## src/rtl/huc6280_pkg.sv

```systemverilog
// Shared constants and types for the HuC6280 timer block.
package huc6280_pkg;

  localparam int unsigned TIMER_CNT_W    = 7;
  localparam int unsigned TIMER_PRESCALE = 1024;

  localparam logic TIMER_RELOAD = 1'b0;
  localparam logic TIMER_CTRL   = 1'b1;

  typedef enum logic {
    ST_STOP = 1'b0,
    ST_RUN  = 1'b1
  } timer_state_e;

endpackage

```

## src/rtl/huc6280_timer_prescaler.sv

```systemverilog
// clk_en-gated down counter with synchronous load and terminal-count flag.
module huc6280_timer_prescaler
  import huc6280_pkg::*;
#(
  parameter int unsigned PRESCALE = TIMER_PRESCALE
) (
  input  logic clk,
  input  logic reset_n,
  input  logic load_i,
  input  logic tick_i,
  output logic tc_c
);

  localparam int unsigned PW = (PRESCALE > 1) ? $clog2(PRESCALE) : 1;
  localparam logic [PW-1:0] TOP_VAL = PW'(PRESCALE - 1);

  logic [PW-1:0] count_q, count_d;

  always_comb begin
    count_d = count_q;
    if (load_i) begin
      count_d = TOP_VAL;
    end else if (tick_i) begin
      count_d = (count_q == '0) ? TOP_VAL : count_q - PW'(1);
    end
  end

  always_ff @(posedge clk) begin
    if (!reset_n) begin
      count_q <= TOP_VAL;
    end else begin
      count_q <= count_d;
    end
  end

  assign tc_c = (count_q == '0);

endmodule

```

## src/rtl/huc6280_timer.sv

```systemverilog
// HuC6280 interval timer: reload/control registers, 7-bit counter, irq flag.
module huc6280_timer
  import huc6280_pkg::*;
#(
  parameter int unsigned PRESCALE = TIMER_PRESCALE
) (
  input  logic       clk,
  input  logic       reset_n,
  input  logic       clk_en,
  input  logic       cs,
  input  logic       we,
  input  logic       re,
  input  logic       addr,
  input  logic [7:0] wdata,
  output logic [7:0] rdata,
  input  logic       irq_ack,
  output logic       irq
);

  timer_state_e           state_q, state_d;
  logic [TIMER_CNT_W-1:0] reload_q, reload_d;
  logic [TIMER_CNT_W-1:0] counter_q, counter_d;
  logic                   irq_q, irq_d;
  logic [7:0]             rdata_q, rdata_d;

  logic wr_reload_c;
  logic wr_ctrl_c;
  logic rd_c;
  logic start_c;
  logic tick_c;
  logic pre_tc_c;
  logic underflow_c;
  logic unused_wdata_hi;

  assign wr_reload_c     = cs & we & (addr == TIMER_RELOAD);
  assign wr_ctrl_c       = cs & we & (addr == TIMER_CTRL);
  assign rd_c            = cs & re;
  assign unused_wdata_hi = wdata[7];

  // Run/stop control; start_c marks the enable rising edge
  always_comb begin
    state_d = state_q;
    start_c = 1'b0;
    case (state_q)
      ST_STOP: begin
        if (wr_ctrl_c && wdata[0]) begin
          state_d = ST_RUN;
          start_c = 1'b1;
        end
      end
      ST_RUN: begin
        if (wr_ctrl_c && !wdata[0]) begin
          state_d = ST_STOP;
        end
      end
      default: state_d = ST_STOP;
    endcase
  end

  always_ff @(posedge clk) begin
    if (!reset_n) begin
      state_q <= ST_STOP;
    end else begin
      state_q <= state_d;
    end
  end

  // Start can only occur from STOP, so it never coincides with a tick
  assign tick_c = (state_q == ST_RUN) & clk_en;

  huc6280_timer_prescaler #(
    .PRESCALE (PRESCALE)
  ) u_prescaler (
    .clk     (clk),
    .reset_n (reset_n),
    .load_i  (start_c),
    .tick_i  (tick_c),
    .tc_c    (pre_tc_c)
  );

  assign underflow_c = tick_c & pre_tc_c & (counter_q == '0);

  always_comb begin
    reload_d  = reload_q;
    counter_d = counter_q;
    irq_d     = irq_q;
    rdata_d   = rdata_q;

    if (wr_reload_c) begin
      reload_d = wdata[TIMER_CNT_W-1:0];
    end

    // Restart takes the freshly written reload; underflow uses the latched one
    if (start_c) begin
      counter_d = reload_d;
    end else if (tick_c && pre_tc_c) begin
      counter_d = (counter_q == '0) ? reload_q : counter_q - TIMER_CNT_W'(1);
    end

    if (underflow_c) begin
      irq_d = 1'b1;
    end else if (irq_ack) begin
      irq_d = 1'b0;
    end

    // Reads sample pre-write register values
    if (rd_c) begin
      if (addr == TIMER_CTRL) begin
        rdata_d = 8'(state_q == ST_RUN);
      end else begin
        rdata_d = 8'(counter_q);
      end
    end
  end

  always_ff @(posedge clk) begin
    if (!reset_n) begin
      reload_q  <= '0;
      counter_q <= '0;
      irq_q     <= 1'b0;
      rdata_q   <= 8'h00;
    end else begin
      reload_q  <= reload_d;
      counter_q <= counter_d;
      irq_q     <= irq_d;
      rdata_q   <= rdata_d;
    end
  end

  assign rdata = rdata_q;
  assign irq   = irq_q;

endmodule

```

## config.mk

```make
export PLATFORM = sky130hd
export DESIGN_NAME = huc6280_timer
export DESIGN_NICKNAME = d
export VERILOG_FILES = /design/src/rtl/huc6280_pkg.sv /design/src/rtl/huc6280_timer_prescaler.sv /design/src/rtl/huc6280_timer.sv
export SDC_FILE = /design/constraint.sdc
export NUM_CORES = 1
export LEC_CHECK = 0
export CORE_MARGIN = 3
export CORE_UTILIZATION = 43
export CTS_CLUSTER_SIZE = 25
export DETAILED_ROUTE_END_ITERATION = 16
export PLACE_DENSITY = 0.71
export SYNTH_ARGS = -nofsm -noshare
export SYNTH_HDL_FRONTEND = slang
export SYNTH_SLANG_ARGS = --single-unit
```

## constraint.sdc

```tcl
create_clock -name clk -period 4.8 [get_ports clk]
set_input_delay 0.72 -clock clk [delete_from_list [all_inputs] [get_ports clk]]
set_output_delay 0.72 -clock clk [all_outputs]
set_load 0.1 [all_outputs]
```

# Word-level counts from Yosys, hierarchy flattened
# Index checks and enable logic that the tools add are counted.
[totals]
regBits = 34
inputBits = 16
output_inout_bits = 9
wordCells = 39
[classes]
add_sub_neg = 2
n_mux = 12
bitwise = 10
reduce_logical = 9
[ops]
columns = ["cell", "count"]
rows = [
  ["$mux W7", 5],
  ["$logic_not A10 Y1", 1],
  ["$mux W10", 1],
  ["$sub A10 B1 Y10 const B", 1],
  ["$and A1 B1 Y1", 7],
  ["$logic_not A7 Y1", 1],
  ["$sub A7 B1 Y7 const B", 1],
  ["$mux W1", 5],
  ["$reduce_bool A2 Y1", 2],
  ["$logic_and A1 B1 Y1", 3],
  ["$not A1 Y1", 3],
  ["$pmux W1 S2", 1],
  ["$reduce_or A2 Y1", 1],
  ["$logic_not A1 Y1", 1],
]

# Depth between registers and ports, before layout
# Gate-level depths: netlist (run 1).
[depth]
word_depth = 6
depth_mapped = 7
depth_no_buf = 6

# Cells and area by module
# Synthesis (run 1) repeated with hierarchy kept, for this count alone.
[hier_totals]
hier_cells = 188
hier_area_um2 = 1659.1
[modules_own_cells]
columns = ["mod", "n_inst", "cells_per_inst", "area_per_inst_um2", "seq_area_each_um2"]
rows = [
  ["huc6280_timer", 1, 133, 1166.1, 460.4],
  ["huc6280_timer_prescaler", 1, 55, 493.0, 200.2],
]

# Least setup slack after synthesis (run 1)
# OpenSTA, ideal clock, no wires.
[synth_timing]
path_kind = "input to register"
startpoint = "in addr"
endpoint = "reg counter_q[6]"
setup_ns = 0.120
arrival_ns = 1.766
t_required_ns = 4.680
path_slack_ns = 2.914
cell_stages = 5
path_buffers = 1
path_cell_list = "buf_2 nand3_1 nor2_1 a311oi_1 o31a_1"
[synth_via]
elab_chain_cells = 5
elab_cells_between_ends = 9
cone_classes = "mux (4); bitwise (3); reduce/logical (2)"
[synth_lines]
columns = ["item", "line_no", "source"]
rows = [
  ["from (decl)", "huc6280_timer.sv:13", "input logic addr,"],
  ["$and A1 B1 Y1", "huc6280_timer.sv:36", "assign wr_ctrl_c = cs & we & (addr == TIMER_CTRL);"],
  ["$logic_and A1 B1 Y1", "huc6280_timer.sv:46", "if (wr_ctrl_c && wdata[0]) begin"],
  ["$mux W1", "huc6280_timer.sv:46", ""],
  ["$mux W1", "huc6280_timer.sv:44", "case (state_q)"],
  ["$mux W7 / $reduce_bool A2 Y1 (equally long branches)", "-", ""],
  ["to (signal assigned)", "huc6280_timer.sv:124", "counter_q <= counter_d;"],
  ["to (decl)", "huc6280_timer.sv:22", "logic [TIMER_CNT_W-1:0] counter_q, counter_d;"],
]
# Parallel ways exist; a longest one is shown, timed or not.
# A chain may end at the register's enable or synchronous reset.

# Worst setup path in the final report (run 1)
[layout_timing]
startpoint = "reg rdata_q[6] (netlist: rdata[6])"
endpoint = "out rdata[6]"
[layout_lines]
columns = ["item", "line_no", "source"]
rows = [
  ["from (decl)", "huc6280_timer.sv:24", "logic [7:0] rdata_q, rdata_d;"],
  ["from (signal assigned)", "huc6280_timer.sv:126", "rdata_q <= rdata_d;"],
  ["to (decl)", "huc6280_timer.sv:15", "output logic [7:0] rdata,"],
]
# No word-level cell between the ends.

==> impl_metrics.csv, run 1 <==
group,metric,value,unit
final_layout,antennaDiodeCount,0,
critical_path,reg2reg_to,"counter_q[6]$_SDFFE_PN0P_",
synthesis,yosys.area.top_type,"dfxtp_1",
cts,clk_latency,0.28,ns
floorplanning,start_util,45.0,%
synthesis,yosysSeqAreaShare,39.5,%
timing,rsz0062_at_grt,"false",
drt,dr.pass1.iters,4,
floorplanning,rows,22,
critical_path,cp-start-kind,"register",
drt,drt-total-wl,3.42,mm
global_route,grt_max_degree,21,
floorplanning,coreArea,0.00372,mm²
cts,htreeDepth,2,
critical_path,path_cells,"clkdlybuf4s50_1",
cts,numCtsBuffers,5,
timing,hold_viol,0,
worst_hold_path,hold_path_end,"rdata[5]$_SDFFE_PN0P_",
floorplanning,io_pins,25,
placement,place_congestion,0.859,
timing,fin_skew,0.00181,ns
synthesis,post_synth.cell_area_avg,8.95,µm²
final_layout,layout-drive-gt1-share,9.27,%
final_layout,layout_common_cells,"33 x dfxtp_1, 22 x clkdlybuf4s50_1, 21 x nor2_1, 12 x nand2_1, 11 x mux2i_1",
timing,finalCriticalPeriod,2.48,ns
timing,tns,0,ns
critical_path,worstSetupPathType,"reg -> out",
global_route,overflow,0,
cts,cts_setup_buffers,0,
drt,via_per_inst,5.34,
timing,worst_pin_slew,0.969,ns
floorplanning,dieArea,0.00467,mm²
worst_hold_path,hold_start,"rdata[5]$_SDFFE_PN0P_",
synthesis,ys_async_sr_fraction,0,%
pwr,powerDensity,275,mW/mm²
timing,finalMaxSlewViolations,0,
drt,postRouteAntennaNets,0,
critical_path,crit_path_max_incr_delay,1.14,ns
global_route,grt_usage,17.2,%
timing,finalCritPeriodShare,51.6,%
synthesis,synth_edf_count,0,
global_route,grt_pass1_wl,5.93,mm
drt,drtIter0Drc,115,
synthesis,synth.distinct_cells,51,
timing,fmax,0.404,GHz
timing,slew_headroom,35.2,%
pwr,finalPower,0.544,mW
cts,cts_root_buf,"clkbuf_8",
placement,port_buffers,22,
pwr,ir_drop,0.185,mV
global_route,antenna_found_initial,0,
critical_path,critical_path.max_fanout,2,
pwr,leakage,0.735,nW
timing,layout_setup_ws,2.32,ns
critical_path,arrival,1.76,ns
drt,drc,0,
final_layout,n_fill_cell,382,
cts,ctsHoldBuffers,0,
placement,place_inst,246,
floorplanning,chipWidth,68.4,µm
worst_hold_path,hp-class,"reg -> reg",
critical_path,r2r-start,"u_prescaler.count_q[0]$_SDFFE_PP1N_",
critical_path,crit_path_top_delay_cell,"clkdlybuf4s50_1",
drt,vias,1351,
synthesis,synth-main-ff-cell,"dfxtp_1",
final_layout,final_common_cell,"dfxtp_1",
cts,cts_tree,"built",
final_layout,area_growth_syn_to_layout,18.1,%
job,cap_violations,0,
final_layout,multiInputGateArea,922,µm²
critical_path,cpLargestDelayFamily,"buffers and inverters",
critical_path,r2r_cells,6,
critical_path,crit_buf_inv,1,
placement,dp_worst_setup_slack,2.15,ns
critical_path,worstPathRequired,4.08,ns
critical_path,r2r_slack,2.93,ns
cts,cts_num_sinks,33,
cts,clkTransAtPathRegs,0.06,ns
cts,cts.repair.resized,0,
synthesis,synth_top_area_share,39.5,%
synthesis,synth_nets,206,
final_layout,seqCellArea,661,µm²
synthesis,syn_inst,187,
cts,max-clock-path-buffers,2,
worst_hold_path,whs_path_depth,2,
floorplanning,die_h,68.4,µm
final_layout,instances_no_fill,253,
synthesis,synthTopCellsByArea,"dfxtp_1 39%, mux2i_1 6.6%, nor2_1 4.7%",
run_status,status,"finished, final reports clean",
drt,wl_per_cell,13.5,µm
final_layout,nets,224,
global_route,grt_pass1_vias,1277,
placement,dp_hpwl,2.47,mm
synthesis,synth_seq_cells,33,
timing,setup_viol,0,
synthesis,synthesis.area,0.00167,mm²
critical_path,cp-end-kind,"output pin",
synthesis,yosys_warnings,0,
[registers in the layout, indices dropped and copies added, names as in the netlist, named ones only]
| register | flops |
|---|---|
| u_prescaler.count_q | 10 |
| counter_q | 7 |
| rdata | 7 |
| reload_q | 7 |
| irq | 1 |
[metal layers]
| metal | routed length (µm) | vias up | GRT usage (%) |
|---|---|---|---|
| met5 | 0 | - | 0 |
| met4 | 57 | 0 | 7.44 |
| met3 | 151 | 5 | 4.60 |
| met2 | 1490 | 23 | 23.9 |
| met1 | 1720 | 613 | 24.5 |
| li1 | - | 710 | - |
[stage by stage]
stage	instance area, µm²	hold slack, ns	utilization [%]
floorplan	1670	0.456	-
global placement	1890	0.475	50.8
detailed placement	1890	0.479	50.8
CTS	1980	0.494	53.2
global route	1980	0.508	53.2
finish	1980	0.489	53.2
[synth_stat cells, types with 3 or more instances]
cell type	number
dfxtp_1	33
nor2_1	21
nand2_1	12
mux2i_1	11
a21oi_1	9
nor3_1	9
nand3_1	8
inv_1	7
o211ai_1	6
clkbuf_1	5
xor2_1	5
nor3b_1	4
a311oi_1	3
buf_2	3
ha_1	3
o21ai_0	3
o31a_1	3
xnor2_1	3
[worst max-delay path by stage]
stage / startpoint / endpoint / slack (ns) / depth (start not counted)
6_report: rdata[6]$_SDFFE_PN0P_ / rdata[6] / 2.32 / 1
5_1_grt: rdata[2]$_SDFFE_PN0P_ / rdata[2] / 2.27 / 1
4_1_cts: rdata[6]$_SDFFE_PN0P_ / rdata[6] / 2.32 / 1
3_5_place_dp: reset_n / u_prescaler.count_q[3]$_SDFFE_PP1N_ / 2.15 / 4
3_3_place_gp: addr / counter_q[1]$_SDFFE_PN0P_ / 2.14 / 5
2_1_floorplan: addr / counter_q[6]$_SDFFE_PN0P_ / 2.91 / 5
[layout make-up]
| cell class | instances | share of cell area [%] |
|---|---|---|
| Tap cell | 48 | 3.04 |
| Timing Repair Buffer | 22 | 11.1 |
| Sequential cell | 33 | 33.4 |
| Inverter | 7 | 1.33 |
| Multi-Input combinational cell | 136 | 46.7 |
| Clock buffer | 7 | 4.37 |
[logic make-up (layout without fill, tap and decap cells)]
family	count (synthesis)	count (layout)	share of synthesized area, %
AO/OA/AOI/OAI	36	36	15.3
XOR/XNOR	8	8	4.19
adder cells (fa/ha/maj)	3	3	2.24
buffers and inverters	18	36	5.39
flip-flops	33	33	39.5
multiplexers	12	12	7.26
other	1	1	0.224
AND/OR/NAND/NOR	76	76	25.9
[power breakdown]
group          internal (mW)  switching, mW  leakage [nW]
logic                 0.0234         0.0323         0.424
clock network          0.114         0.0928        0.0443
registers              0.278        0.00360         0.267
Power figures use the tool's default switching activity.
==> run 2: changes to the inputs <==
==> constraint.sdc (replaced) <==
create_clock -name clk -period 2.6 [get_ports clk]
set_input_delay 0.39 -clock clk [delete_from_list [all_inputs] [get_ports clk]]
set_output_delay 0.39 -clock clk [all_outputs]
set_load 0.1 [all_outputs]
==> impl_metrics.csv, run 2 (synthesis gave the netlist of run 1 again) <==
group,metric,value,unit
timing,fin_skew,0.00667,ns
final_layout,layout-drive-gt1-share,16.1,%
global_route,antenna_found_initial,0,
critical_path,crit_path_top_delay_cell,"and4_4",
critical_path,r2r_cells,6,
final_layout,antennaDiodeCount,0,
worst_hold_path,whs_path_depth,2,
critical_path,worstSetupPathType,"reg -> reg",
final_layout,layout_common_cells,"33 x dfxtp_1, 21 x nor2_1, 14 x clkdlybuf4s50_1, 13 x buf_4, 12 x nand2_1",
placement,port_buffers,22,
critical_path,crit_buf_inv,1,
cts,max-clock-path-buffers,2,
timing,finalCriticalPeriod,1.87,ns
floorplanning,dieArea,0.00467,mm²
timing,finalMaxSlewViolations,0,
critical_path,crit_path_max_incr_delay,0.41,ns
timing,rsz0062_at_grt,"false",
critical_path,r2r_slack,0.73,ns
timing,finalCritPeriodShare,71.8,%
floorplanning,coreArea,0.00372,mm²
cts,cts_tree,"built",
final_layout,top_register,"u_prescaler.count_q",
placement,dp_hpwl,2.51,mm
worst_hold_path,hp-class,"reg -> reg",
job,cap_violations,0,
floorplanning,start_util,45.0,%
drt,drt-total-wl,3.60,mm
placement,place_congestion,0.839,
pwr,powerDensity,525,mW/mm²
timing,fmax,0.536,GHz
cts,clkTransAtPathRegs,0.07,ns
floorplanning,die_h,68.4,µm
drt,drtIter0Drc,84,
timing,layout_setup_ws,0.734,ns
critical_path,cp-start-kind,"register",
critical_path,reg2reg_to,"counter_q[6]$_SDFFE_PN0P_",
drt,postRouteAntennaNets,0,
cts,htreeDepth,2,
cts,clk_latency,0.28,ns
cts,cts_root_buf,"clkbuf_8",
pwr,leakage,0.786,nW
final_layout,n_fill_cell,358,
critical_path,worstPathRequired,2.77,ns
global_route,grt_pass1_vias,1239,
cts,cts.repair.resized,0,
global_route,overflow,0,
pwr,ir_drop,0.342,mV
cts,cts_setup_buffers,0,
final_layout,final_common_cell,"dfxtp_1",
cts,ctsHoldBuffers,0,
cts,numCtsBuffers,5,
final_layout,nets,229,
timing,setup_viol,0,
drt,dr.pass1.iters,4,
run_status,status,"finished, final reports clean",
timing,tns,0,ns
floorplanning,io_pins,25,
global_route,grt_pass1_wl,5.87,mm
drt,wl_per_cell,13.9,µm
critical_path,critical_path.max_fanout,12,
floorplanning,rows,22,
placement,dp_worst_setup_slack,0.516,ns
final_layout,largest_reg_flops,10,
critical_path,cp-end-kind,"register",
drt,drc,0,
floorplanning,chipWidth,68.4,µm
worst_hold_path,hold_start,"rdata[5]$_SDFFE_PN0P_",
drt,via_per_inst,5.34,
critical_path,cpLargestDelayFamily,"simple AND/OR/NAND/NOR gates",
global_route,grt_usage,17.2,%
worst_hold_path,hold_path_end,"rdata[5]$_SDFFE_PN0P_",
final_layout,area_growth_syn_to_layout,20.0,%
global_route,grt_max_degree,20,
timing,hold_viol,0,
critical_path,arrival,2.04,ns
critical_path,r2r-start,"u_prescaler.count_q[0]$_SDFFE_PP1N_",
cts,cts_num_sinks,33,
drt,vias,1383,
critical_path,path_cells,"inv_1 > ha_1 > nor3b_2 > and4_4 > a311oi_1 > o31a_1",
run 2: where the power goes:
part           switching (mW)  internal (mW)
combinational          0.0616         0.0469
sequential            0.00662          0.513
clock                   0.187          0.239
run 2: cell type report:
type                    count  area (µm²)  share of cell area, %
multi-input cells         136         922                   45.9
flip-flops and latches     33         661                   32.9
repair buffers             27         238                   11.8
clock buffers               7        96.3                   4.80
well taps                  48        60.1                   2.99
inverters                   7        26.3                   1.31
clock inverters             1        5.00                  0.249
run 2: layer usage:
layer | part of all wire [%] | vias to the layer above | track usage [%]
met1 | 51 | 634 | 24.6
met2 | 43 | 25 | 24.1
met5 | 0 | - | 0
li1 | - | 717 | -
met3 | 4.3 | 7 | 4.93
met4 | 1.6 | 0 | 6.70
run 2: how the worst max path moves through the flow:
stage                                             start                             endpoint  depth (start not counted)
detailed placement                               clk_en  u_prescaler.count_q[1]$_SDFFE_PP1N_                          5
global route        u_prescaler.count_q[0]$_SDFFE_PP1N_            counter_q[6]$_SDFFE_PN0P_                          6
CTS                 u_prescaler.count_q[0]$_SDFFE_PP1N_            counter_q[6]$_SDFFE_PN0P_                          6
floorplan           u_prescaler.count_q[0]$_SDFFE_PP1N_            counter_q[1]$_SDFFE_PN0P_                          7
global placement                                 clk_en            counter_q[6]$_SDFFE_PN0P_                          5
finish              u_prescaler.count_q[0]$_SDFFE_PP1N_            counter_q[6]$_SDFFE_PN0P_                          6
run 2: tightest hold or removal path, stage by stage, from the launching register on:
cell and delay (ns):
dfxtp_1 0.33, a21oi_1 0.06, nor2_1 0.07
run 2: per-stage QoR:
step	power [mW]	hold slack [ns]	std cells	instance area (µm²)	utilization (%)
2_1_floorplan	0.599	0.456	187	1670	-
3_3_place_gp	0.638	0.476	251	1910	51.3
3_5_place_dp	0.639	0.482	251	1910	51.3
4_1_cts	1.07	0.499	259	2010	54.0
5_1_grt	1.09	0.535	259	2010	54.0
6_report	1.05	0.493	259	2010	54.0
